File: src/rtl/core_pkg.sv
// Shared definitions for the RV32 core pipeline control logic:
// forwarding select encodings, hazard FSM state encoding and register address width.
package core_pkg;

    localparam int REG_ADDR_W = 5;

    typedef logic [1:0] fwd_sel_t;

    localparam fwd_sel_t FWD_RF = 2'b00;
    localparam fwd_sel_t FWD_W  = 2'b01;
    localparam fwd_sel_t FWD_M  = 2'b10;

    localparam logic [0:0] ST_RUN  = 1'b0;
    localparam logic [0:0] ST_BUSY = 1'b1;

endpackage

File: src/rtl/hazard_ctrl_fwd_sel.sv
// E-stage operand forwarding select for one source operand.
// The M stage holds the younger result, so it wins over W.
module fwd_sel
    import core_pkg::*;
(
    input  logic [REG_ADDR_W-1:0] rs,
    input  logic [REG_ADDR_W-1:0] rd_m,
    input  logic [REG_ADDR_W-1:0] rd_w,
    input  logic                  reg_write_m,
    input  logic                  reg_write_w,
    output fwd_sel_t              sel
);

    // x0 is hardwired to zero, so a write to it must never be forwarded.
    always_comb begin
        sel = FWD_RF;
        if (reg_write_m && (rd_m != '0) && (rd_m == rs)) begin
            sel = FWD_M;
        end else if (reg_write_w && (rd_w != '0) && (rd_w == rs)) begin
            sel = FWD_W;
        end
    end

endmodule

File: src/rtl/hazard_ctrl.sv
// Hazard and sequencing controller for the 5-stage RV32 core: forwarding selects,
// load-use / control-hazard stall and flush, and the multi-cycle mul/div handshake.
module hazard_ctrl
    import core_pkg::*;
#(
    parameter int MD_TIMEOUT = 64,
    parameter int CNT_W      = 16
) (
    input  logic                  clk,
    input  logic                  rst,
    input  logic [REG_ADDR_W-1:0] Rs1D,
    input  logic [REG_ADDR_W-1:0] Rs2D,
    input  logic [REG_ADDR_W-1:0] Rs1E,
    input  logic [REG_ADDR_W-1:0] Rs2E,
    input  logic [REG_ADDR_W-1:0] RdE,
    input  logic [REG_ADDR_W-1:0] RdM,
    input  logic [REG_ADDR_W-1:0] RdW,
    input  logic                  ResultSrcE0,
    input  logic                  RegWriteM,
    input  logic                  RegWriteW,
    input  logic                  PCSrcE,
    input  logic                  MdReqE,
    input  logic                  MdDone,
    output logic [1:0]            ForwardAE,
    output logic [1:0]            ForwardBE,
    output logic                  StallF,
    output logic                  StallD,
    output logic                  StallE,
    output logic                  FlushD,
    output logic                  FlushE,
    output logic                  MdStart,
    output logic                  MdErr,
    output logic [CNT_W-1:0]      StallCnt
);

    localparam int                TCNT_W    = $clog2(MD_TIMEOUT + 1);
    localparam logic [TCNT_W-1:0] TCNT_LAST = TCNT_W'(MD_TIMEOUT - 1);

    logic [0:0]        state;
    logic [TCNT_W-1:0] tcnt;
    logic              lw_stall;
    logic              busy;
    logic              md_timeout;
    logic              busy_release;

    fwd_sel u_fwd_a (
        .rs          (Rs1E),
        .rd_m        (RdM),
        .rd_w        (RdW),
        .reg_write_m (RegWriteM),
        .reg_write_w (RegWriteW),
        .sel         (ForwardAE)
    );

    fwd_sel u_fwd_b (
        .rs          (Rs2E),
        .rd_m        (RdM),
        .rd_w        (RdW),
        .reg_write_m (RegWriteM),
        .reg_write_w (RegWriteW),
        .sel         (ForwardBE)
    );

    assign lw_stall     = ResultSrcE0 && (RdE != '0) && ((RdE == Rs1D) || (RdE == Rs2D));
    // While rst is high the outputs behave as RUN even if the state register still says BUSY.
    assign busy         = (state == ST_BUSY) && !rst;
    assign md_timeout   = (tcnt == TCNT_LAST);
    assign busy_release = MdDone || md_timeout;

    always_comb begin
        StallF = 1'b0;
        StallD = 1'b0;
        StallE = 1'b0;
        FlushD = 1'b0;
        FlushE = 1'b0;
        if (busy) begin
            StallF = !busy_release;
            StallD = !busy_release;
            StallE = !busy_release;
        end else begin
            StallF = lw_stall || MdReqE;
            StallD = lw_stall || MdReqE;
            StallE = MdReqE;
            FlushD = PCSrcE;
            FlushE = lw_stall || PCSrcE;
        end
    end

    // MdReqE in the release cycle belongs to the instruction leaving E, so only RUN may start.
    always_ff @(posedge clk) begin
        if (rst) begin
            state    <= ST_RUN;
            tcnt     <= '0;
            MdStart  <= 1'b0;
            MdErr    <= 1'b0;
            StallCnt <= '0;
        end else begin
            MdStart <= 1'b0;
            if (StallF && (StallCnt != '1)) begin
                StallCnt <= StallCnt + CNT_W'(1);
            end
            if (state == ST_RUN) begin
                if (MdReqE) begin
                    MdStart <= 1'b1;
                    state   <= ST_BUSY;
                    tcnt    <= '0;
                end
            end else begin
                if (MdDone) begin
                    state <= ST_RUN;
                end else if (md_timeout) begin
                    MdErr <= 1'b1;
                    state <= ST_RUN;
                end else begin
                    tcnt <= tcnt + TCNT_W'(1);
                end
            end
        end
    end

endmodule

File: config.mk
export PLATFORM = sky130hd
export DESIGN_NAME = hazard_ctrl
export DESIGN_NICKNAME = d
export VERILOG_FILES = /design/src/rtl/core_pkg.sv /design/src/rtl/hazard_ctrl_fwd_sel.sv /design/src/rtl/hazard_ctrl.sv
export SDC_FILE = /design/constraint.sdc
export NUM_CORES = 1
export LEC_CHECK = 0
export ABC_AREA = 1
export CORE_MARGIN = 10
export CORE_UTILIZATION = 50
export CTS_CLUSTER_SIZE = 25
export DETAILED_ROUTE_END_ITERATION = 10
export PLACE_DENSITY = 0.87
export SLEW_MARGIN = 20
export SYNTH_ARGS = -nofsm -noshare
export SYNTH_HDL_FRONTEND = slang
export SYNTH_HIERARCHICAL = 1
export SYNTH_SLANG_ARGS = --single-unit
export TNS_END_PERCENT = 100
File: constraint.sdc
create_clock -name clk -period 2.8 [get_ports clk]
set_input_delay 0.56 -clock clk [delete_from_list [all_inputs] [get_ports clk]]
set_output_delay 0.56 -clock clk [all_outputs]
set_load 0.01 [all_outputs]
== Word level (Yosys, flattened, before mapping) ==
Index checks and enable logic that the tools add are counted.

* Add/subtract/negate cells: 2
* Eq/ne operators: 10
* Multiplexer cells: 16
* Bitwise logic cells: 1
* Reduce and logical (&&, ||, !) cells: 23

{| class="wikitable"
|+ Operator list
! operator !! number
|-
| $eq A5 B5 Y1 || 6
|-
| $mux W7 || 4
|-
| $add A16 B1 Y16 const B || 1
|-
| $ne A16 B16 Y1 const B || 1
|-
| $reduce_bool A5 Y1 || 3
|-
| $logic_and A1 B1 Y1 || 10
|-
| $mux W1 || 10
|-
| $add A7 B1 Y7 const B || 1
|-
| $eq A7 B6 Y1 const B || 1
|-
| $reduce_and A3 Y1 || 2
|-
| $logic_or A1 B1 Y1 || 4
|-
| $mux W2 || 2
|-
| $ne A2 B2 Y1 const B || 2
|-
| $logic_not A1 Y1 || 2
|-
| $reduce_bool A2 Y1 || 1
|-
| $reduce_or A2 Y1 || 1
|-
| $not A1 Y1 || 1
|}

* Register bits after elaboration: 26
* Input bits: 43
* Output and inout bits: 27
* Logic and storage cells: 57

== Depth between registers and ports, before layout ==
* Word-level depth: 6
* Mapped depth: 13
* Gate-level depth less buffers: 12

== Hierarchy ==
The synthesis kept the hierarchy.

{| class="wikitable"
|+ Modules (own cells, without submodules)
! module !! times used !! cells an instance !! area each (um^2) !! sequential area each (um^2)
|-
| hazard_ctrl || 1 || 252 || 1646.6 || 520.5
|-
| fwd_sel || 2 || 50 || 214.0 || 0.0
|}

== Worst setup path before layout ==
No wires, ideal clock.

* Kind: input to output
* Start: in rst
* End: out StallF
* Arrival: 1.498 ns
* Required time: 2.240 ns
* Setup slack: 0.742 ns
* Cell stages on the path: 8
* Buffers on the path: 3
* Cells stage by stage: buf_6 nor2_2 nand3_1 nand2_1 inv_1 nand2_2 buf_4 buf_4

* Longest elaborated chain between the ends: 3

{| class="wikitable"
|+ RTL lines
! what !! line !! text
|-
| start, declared || hazard_ctrl.sv:10 || <nowiki>input logic rst,</nowiki>
|-
| $logic_not A1 Y1 || hazard_ctrl.sv:66 || <nowiki>assign busy = (state == ST_BUSY) && !rst;</nowiki>
|-
| $logic_and A1 B1 Y1 || hazard_ctrl.sv:66 ||
|-
| $mux W1 || -- ||
|-
| end, declared || hazard_ctrl.sv:26 || <nowiki>output logic StallF,</nowiki>
|}

No other way between the ends.

== Worst setup path in the final report ==
* Start: in Rs1E[3]
* End: out ForwardAE[1]

* Longest elaborated chain between the ends: 3

{| class="wikitable"
|+ RTL lines
! what !! line !! text
|-
| start, declared || hazard_ctrl.sv:13 || <nowiki>input logic [REG_ADDR_W-1:0] Rs1E,</nowiki>
|-
| $eq A5 B5 Y1 || hazard_ctrl_fwd_sel.sv:17 || <nowiki>if (reg_write_m && (rd_m != '0) && (rd_m == rs)) begin</nowiki>
|-
| $logic_and A1 B1 Y1 || hazard_ctrl_fwd_sel.sv:17 ||
|-
| $mux W2 || hazard_ctrl_fwd_sel.sv:17 ||
|-
| end, declared || hazard_ctrl.sv:24 || <nowiki>output logic [1:0] ForwardAE,</nowiki>
|}

No other way between the ends.

==> impl_metrics.ini <==
[logic_synthesis]
synth_common_cells = nand2_1, inv_1, nor2_1, nand3_1, dfxtp_1
synth_area_per_cell_sq_um = 5.893
synthesis.area_sq_um = 2074
synthDominantCellAreaShare_pct = 25.09
syn_inst = 352
synth.area.top_cells = dfxtp_1, nand2_1, inv_1, nand3_1, nor2_1
synth.yosys.warnings = 6
synth-simple-area-share_pct = 43.12
synth_xor_area_share_pct = 6.755
yosysSeqAreaShare_pct = 25.09
synth_adder_area_share_pct = 1.206
synth_flop_cell = dfxtp_1
synth_top_family_by_area = simple AND/OR/NAND/NOR gates
synth_area_leader_cell = dfxtp_1
synth_edf_count = 0
syn_nets = 397
synth-compound-area-share_pct = 9.650
synth-seq-cells = 26
synth.most_common_cell = nand2_1
synth_mux_area_share_pct = 0
async_reset_ff_share_pct = 0
synth_cell_types = 30

[critical_path]
crit_required_ns = 2.24
crit_path_max_fanout = 3
cpMostUsedCell = clkdlybuf4s50_1
r2r-end = StallCnt[2]$_SDFFE_PP0P_
path_class = input port to output pin
slowest_delay_ns = 0.55
cp-start-kind = input port
path_cells = clkdlybuf4s50_1 -> inv_2 -> nand2_2 -> nand2_1 -> nor2_1 -> nand3_1 -> nor2_2 -> clkdlybuf4s50_1
cp.arrival_ns = 2.09
end_kind = output pin
crit_buf_inv = 3
r2r-start = tcnt[0]$_SDFFE_PP0P_
critPathSlowestCell = clkdlybuf4s50_1
reg2reg_depth = 12
cp_top_family = buffers and inverters
r2r_slack_ns = 0.98

[cells_and_area]
multi_input_area_sq_um = 1264
final_util_pct = 71.60
register_area_sq_um = 520.5
layout.nets = 467
antennaDiodeCount = 0
area_growth_pct = 38.06
nFillCells = 340
drive_gt1_share_pct = 8.551

[timing]
max_freq_mhz = 376.8
rsz0062_at_grt = no
worstMarginPinSlew_ns = 0.3298
drv_slew = 0
final-hold-violation-count = 0
final-setup-viol-count = 0
finalSetupTns_ns = 0
period_needed_ns = 2.654
finalCritPeriodShare_pct = 94.79
max-slew-margin-rel_pct = 77.89
fin_skew_ns = 0.01028

[die]
dieArea_sq_um = 7125
start_util_pct = 51.86
core_area_sq_um = 4000
io_pins = 70
fp.dieH_um = 84.41
rows = 23
dieWidth_um = 84.41

[clock_tree]
clkTransAtPathRegs_ns = 0.08
clock_latency_ns = 0.27
clock_path_buffers = 2
cts_tree = done
cts_sinks = 26
h-tree-depth = 1
root_buffer = clkbuf_8
numCtsBuffers = 3
postCtsHoldBufs = 0

[placement]
io_buffers = 69
dp_hpwl_um = 4732
place.gp.congestion = 0.9090

[flow_run]
maxCapViolCount = 0

[global_route]
antenna_found_initial = 0
track_usage_pct = 15.97
grt_pass1_vias = 2209
grt.overflow.total = 0
grt_max_degree = 18
grt_pass1_wl_um = 9804

[hold_path]
worstHoldStart = tcnt[6]$_SDFFE_PP0P_
hold_end = tcnt[6]$_SDFFE_PP0P_
hold_class = register to register
holdPathStages = 2

[pwr]
p_sw_uw = 238.2
finalPower_uw = 850.6
p_leak_uw = 0.001429
p_comb_share_pct = 26.4
p_sw_share_pct = 28.00
pwr-share-seq_pct = 45.0
clkPwrFrac_pct = 28.6
ir_drop_mv = 0.3557
internal-power_uw = 612.4
power-per-cell-area_nw_per_um2 = 297.0

[route]
drt_wl_total_um = 5882
ant_nets = 0
vias = 2341
wl_per_cell_um = 12.49
drc = 0
vias_per_cell = 4.970
dr.first_iter.drc_count = 101
first_pass_iters = 4

[outcome]
outcome = finished clean
[cell type report]
type                    instances  area share (%)
clock buffers                   4           1.922
inverters                      63           8.257
multi-input cells             256           44.12
flip-flops and latches         26           18.17
well taps                      50           2.184
repair buffers                 72           25.34
[tightest hold or removal path, stage by stage (launching register included)]
cell and delay (ns):
dfxtp_1 0.31, inv_1 0.06, a211oi_1 0.05
[power groups by stage]
stage               Sequential [uW]  Clock (uW)  Combinational, uW
finish                          382         244                225
CTS                             382         249                225
detailed placement              391           0                225
global route                    383         265                249
floorplan                       391           0                112
global placement                391           0                220
[registers in the layout, indices dropped and copies added, names as in the netlist]
signal    cells
tcnt          7
StallCnt     16
MdErr         1
state         1
MdStart       1
[metal layers]
metal / share of wire, % / wire length (um) / vias up / GRT usage [%]
met5: 0 / 0 / - / 0
met3: 6.0 / 354 / 17 / 4.058
met2: 50 / 2912 / 65 / 28.77
met1: 41 / 2441 / 1038 / 17.55
met4: 3.0 / 174 / 0 / 5.838
li1: - / - / 1221 / -
[cells in the final DEF (no fill, tap or decap), types with 5 or more instances in the layout]
cell type | Yosys | final
a21oi_1 | 15 | 14
a21oi_2 | 4 | 5
clkdlybuf4s50_1 | 0 | 61
dfxtp_1 | 26 | 26
dlymetal6s2s_1 | 0 | 6
inv_1 | 55 | 55
inv_2 | 7 | 7
nand2_1 | 103 | 103
nand2_2 | 5 | 5
nand3_1 | 37 | 37
nor2_1 | 41 | 41
nor2_2 | 7 | 7
o21ai_0 | 9 | 9
xor2_1 | 12 | 12
[what timing repair did]
action                     4_1_cts  5_1_grt
pin swaps                        0        0
gates cloned                     0        0
buffers inserted                 0        0
gates resized for setup          2        8
setup endpoints to repair        2        5
[kinds of logic after synthesis]
group	after synthesis
AO/OA/AOI/OAI	34
adder cells (fa/ha/maj)	2
buffers and inverters	70
XOR/XNOR	16
flip-flops	26
AND/OR/NAND/NOR	204
[worst max-delay path by stage]
stage / startpoint / endpoint / slack, ns / depth (start not counted)
floorplan: rst / StallF / 0.74 / 8
global placement: RdE[1] / StallF / -0.0007 / 10
detailed placement: RdE[1] / StallD / -0.02 / 10
CTS: RdE[1] / FlushE / 0.009 / 10
global route: Rs1E[1] / ForwardAE[1] / 0.01 / 8
finish: Rs1E[3] / ForwardAE[1] / 0.15 / 8
[stage by stage]
stage | worst slack [ns] | instance area, sq um | std cells | hold WS, ns
after floorplan | 0.7422 | 2074 | 352 | 0.4221
after detailed placement | -0.01562 | 2793 | 467 | 0.4432
final | 0.1459 | 2864 | 471 | 0.4577
after global routing | 0.01096 | 2864 | 471 | 0.4828
after global placement | -0.0007034 | 2793 | 467 | 0.4352
after CTS | 0.009198 | 2845 | 471 | 0.4590
No activity file was read; power rests on OpenSTA's default activity.
